`config.mk`:
```
export PLATFORM = sky130hd
export DESIGN_NAME = fifo_rd_arb
export DESIGN_NICKNAME = d
export VERILOG_FILES = /design/src/rtl/fifo_rd_arb.sv
export SDC_FILE = /design/constraint.sdc
export NUM_CORES = 1
export LEC_CHECK = 0
export CORE_MARGIN = 5
export CORE_UTILIZATION = 45
export DETAILED_ROUTE_END_ITERATION = 7
export PLACE_DENSITY = 0.8
export SYNTH_ARGS = -nofsm -noshare
export SYNTH_HDL_FRONTEND = slang
export SYNTH_SLANG_ARGS = --single-unit
```
`constraint.sdc`:
```
create_clock -name clk -period 3.6 [get_ports clk]
set_clock_uncertainty 0.1 [all_clocks]
set_input_delay 0.36 -clock clk [delete_from_list [all_inputs] [get_ports clk]]
set_output_delay 0.36 -clock clk [all_outputs]
set_load 0.01 [all_outputs]
```
`src/rtl/fifo_rd_arb.sv`:
```
// fifo_rd_arb: round-robin burst scheduler sharing one FIFO read port between two consumers
module fifo_rd_arb #(
  parameter int DATA_W = 8,
  parameter int LEN_W = 8,
  parameter int SETTLE_CYC = 10
) (
  input  logic              clk,
  input  logic              rst_n,
  input  logic [1:0]        req,
  input  logic [LEN_W-1:0]  len0,
  input  logic [LEN_W-1:0]  len1,
  output logic [1:0]        gnt,
  output logic [1:0]        done,
  output logic              busy,
  input  logic [DATA_W-1:0] fifo_dout,
  input  logic              fifo_empty,
  output logic              fifo_rd_en,
  output logic [DATA_W-1:0] rd_data,
  output logic              rd_valid,
  output logic              rd_last
);
  localparam int CW = SETTLE_CYC > 1 ? $clog2(SETTLE_CYC) : 1;
  localparam logic [CW-1:0] CNT_END = CW'(SETTLE_CYC > 0 ? SETTLE_CYC - 1 : 0);
  typedef enum logic [1:0] {IDLE, SETTLE, BURST, DONE} state_t;
  state_t state_q, state_d;
  logic [1:0] gnt_q, gnt_d;
  logic last_q, last_d;
  logic [LEN_W-1:0] rem_q, rem_d;
  logic [CW-1:0] cnt_q, cnt_d;
  logic rd_valid_q, rd_valid_d, rd_last_q, rd_last_d;
  logic win1;
  always_comb begin
    win1 = req[1] & (~req[0] | ~last_q);
    fifo_rd_en = state_q == BURST && !fifo_empty && rem_q != '0;
    state_d = state_q;
    gnt_d = gnt_q;
    last_d = last_q;
    rem_d = rem_q;
    cnt_d = cnt_q;
    rd_valid_d = fifo_rd_en;
    rd_last_d = fifo_rd_en && rem_q == LEN_W'(1);
    case (state_q)
      IDLE: if (req != 2'b00) begin
        state_d = SETTLE_CYC == 0 ? BURST : SETTLE;
        gnt_d = win1 ? 2'b10 : 2'b01;
        last_d = win1;
        rem_d = win1 ? len1 : len0;
      end
      SETTLE: begin
        cnt_d = cnt_q == CNT_END ? '0 : cnt_q + 1'b1;
        state_d = cnt_q == CNT_END ? BURST : SETTLE;
      end
      BURST: begin
        rem_d = rem_q - LEN_W'(fifo_rd_en);
        state_d = rem_d == '0 ? DONE : BURST;
      end
      default: begin
        state_d = IDLE;
        gnt_d = '0;
      end
    endcase
  end
  always_ff @(posedge clk) begin
    if (!rst_n) begin
      state_q <= IDLE;
      gnt_q <= '0;
      last_q <= 1'b1;
      rem_q <= '0;
      cnt_q <= '0;
      rd_valid_q <= 1'b0;
      rd_last_q <= 1'b0;
    end else begin
      state_q <= state_d;
      gnt_q <= gnt_d;
      last_q <= last_d;
      rem_q <= rem_d;
      cnt_q <= cnt_d;
      rd_valid_q <= rd_valid_d;
      rd_last_q <= rd_last_d;
    end
  end
  assign gnt = gnt_q;
  assign done = state_q == DONE ? gnt_q : 2'b00;
  assign busy = state_q != IDLE;
  assign rd_data = fifo_dout;
  assign rd_valid = rd_valid_q;
  assign rd_last = rd_last_q;
endmodule

```
==> results.json <==
{
  "r2r-start": "rem_q[2]",
  "htree_levels": 1,
  "coreArea_um2": 2730,
  "die_h_um": 63.2,
  "clock_latency_ps": 300,
  "numCtsBuffers": 3,
  "grt_max_degree": 24,
  "cp.arrival_ps": 3170,
  "critPathLaunch": "rem_q[2]",
  "ctsResizeCount": 0,
  "dr.first_iter.drc_count": 56,
  "hold_buffers": 0,
  "n_antenna_cell": 0,
  "layout_min_cycle_time_ps": 3030,
  "path_clk_slew_ps": 100,
  "seq_area_frac_synth_pct": 29.9,
  "die-width_um": 63.2,
  "ant_nets": 0,
  "start_util_pct": 46.5,
  "cts_setup_buffers": 0,
  "worst_r2r_endpoint": "state_q[0]",
  "drt-pass1-iter-count": 4,
  "grt_antenna_before_repair": 0,
  "dpl-instance-area_um2": 1520,
  "drive_above_1_share_pct": 8.62,
  "placed_cells": 201,
  "status": "completed",
  "ys_types": 42,
  "fmax_mhz": 330,
  "routedWlPerCell_um": 13.7,
  "rrSetupSlack_ps": 570,
  "grt_busiest_layer": "met2",
  "grtUsageMet3_pct": 4.97,
  "crit_path_end": "state_q[0]",
  "grt_usage_pct": 14.3,
  "setup_viol": 0,
  "p_per_area_nw_per_um2": 304,
  "setup_ws_ps": 566,
  "hpwlAfterDp_mm": 2.20,
  "syn-instance-count": 155,
  "io_buffers": 28,
  "ios": 45,
  "critPathKind": "flip-flop to flip-flop",
  "drv_cap": 0,
  "first_global_vias": 1144,
  "maxSlewHeadroom_pct": 69.4,
  "drc": 0,
  "cts_tree": "built",
  "finalInstanceArea_um2": 1540,
  "whs_ps": 402,
  "drv_slew": 0,
  "vdd_drop_max_v": 0.000219,
  "p_leak_nw": 0.564,
  "routed_wl_mm": 2.80,
  "syn-cell-area_um2": 1270,
  "final_cells": 205,
  "rr_worst_depth": 10,
  "root_buffer": "clkbuf_4",
  "vias_per_cell": 5.82,
  "nNetsFinal": 211,
  "grt_util_met1_pct": 16.0,
  "syn2layout_area_growth_pct": 21.4,
  "tns_ps": 0,
  "yosysTopAreaCell": "dfxtp_1",
  "yosysWarnings": 0,
  "synth_top_area_share_pct": 29.9,
  "worstPathRequired_ps": 3740,
  "grt_overflow": 0,
  "use_met2_pct": 25.6,
  "grt_setup_unrepaired": "no",
  "syn_avg_cell_area_um2": 8.20,
  "cts_sinks": 19,
  "synth_area_leaders": "dfxtp_1 (30%), ha_1 (6.9%), o21ai_0 (4.7%)",
  "grt_pass1_wl_mm": 4.78,
  "syn_nets": 191,
  "pre_cts_slack_ps": 568,
  "crit_path_end_kind": "flip-flop",
  "gp_congestion": 0.918,
  "worstSetupStartpointType": "flip-flop",
  "synth-seq-cells": 19,
  "via_count": 1193,
  "cp_max_fo": 7,
  "tightest_slew_ps": 456,
  "cts_buffer_depth": 2,
  "dieArea_um2": 3990,
  "fin_crit_sh_pct": 84.3,
  "hp-class": "flip-flop to flip-flop",
  "hold_viol_final": 0,
  "rows": 19
}
layer usage:
metal / share of wire [%] / wire length, um / vias to the layer above
met3: 7.7 / 216 / 6
met1: 41 / 1140 / 541
met2: 51 / 1420 / 51
met4: 0.86 / 24 / 0
met5: 0 / 0 / -
li1: - / - / 595
cells in the mapped netlist (all sizes together):
cell and count:
nand4b 2, and3 3, dfxtp 19, a21boi 3, or2 1, mux2i 3
nand2 11, or3 4, o21ai 13, xnor2 1, nor3 3, or3b 3
a2bb2oi 1, nand2b 1, buf 10, mux2 3, nor3b 4, a311oi 1
nand4 2, clkbuf 5, o32ai 1, inv 6, a21oi 6, a211oi 4
a31oi 2, and2 2, or4b 1, a41oi 1, nor2b 5, o22ai 2
o31ai 3, ha 7, nand3 5, o31a 1, or4 2, nor2 9
nor4b 3, xor2 2
where the power goes:
group / internal (mW) / leakage [nW] / switching (mW)
combinational: 0.0617 / 0.393 / 0.0538
sequential: 0.226 / 0.156 / 0.0177
clock: 0.0433 / 0.0150 / 0.0656
area by class of cell:
| type | instances | area, um^2 |
|---|---|---|
| sequential | 19 | 380 |
| clock buffer | 4 | 26.3 |
| fill | 243 | 1190 |
| tap | 31 | 38.8 |
| inverter | 6 | 22.5 |
| multi-input combinational | 115 | 779 |
| timing repair buffer | 30 | 295 |
registers in the layout, indices dropped and copies added (netlist names):
register,count
cnt_q,4
gnt,2
last_q,1
rd_last,1
rd_valid,1
rem_q,8
state_q,2
through the flow:
stage / power, mW / util [%]
after floorplan: 0.325 / -
after global placement: 0.359 / 55.5
after detailed placement: 0.364 / 55.5
after CTS: 0.471 / 56.4
after global routing: 0.498 / 56.4
final: 0.468 / 56.4
worst min-delay path by stage:
stage,cells after the start,startpoint,end
3_3_place_gp,2,gnt[0],gnt[0]
6_report,2,gnt[0],gnt[0]
3_5_place_dp,2,gnt[1],gnt[1]
4_1_cts,2,gnt[1],gnt[1]
2_1_floorplan,1,fifo_empty,rd_valid
5_1_grt,2,gnt[0],gnt[0]
layout by cell type (no fill, tap or decap), drive strengths merged, types with 5 or more instances in the layout:
cell,instances
nand3,5
nor2,9
ha,7
a21oi,6
dfxtp,19
o21ai,13
clkdlybuf4s50,28
nor2b,5
inv,6
nand2,11
cell families after synthesis:
group                    after synthesis  share of synthesized area, %
AND/OR/NAND/NOR                       61                          28.2
AO/OA/AOI/OAI                         38                          19.2
buffers and inverters                 21                          8.76
flip-flops                            19                          29.9
adder cells (fa/ha/maj)                7                          6.89
multiplexers                           6                          5.02
XOR/XNOR                               3                          2.07
critical path, cell delays in order (launching register included):
cell and delay (ps):
dfxtp_1 380, or4_2 640, or3_1 360, nor2_1 150, nor3b_1 90, ha_1 230, ha_1 240, xor2_1 160
nor4b_1 370, nand4_1 120, o21ai_0 140
No activity file was read; power rests on OpenSTA's default activity.
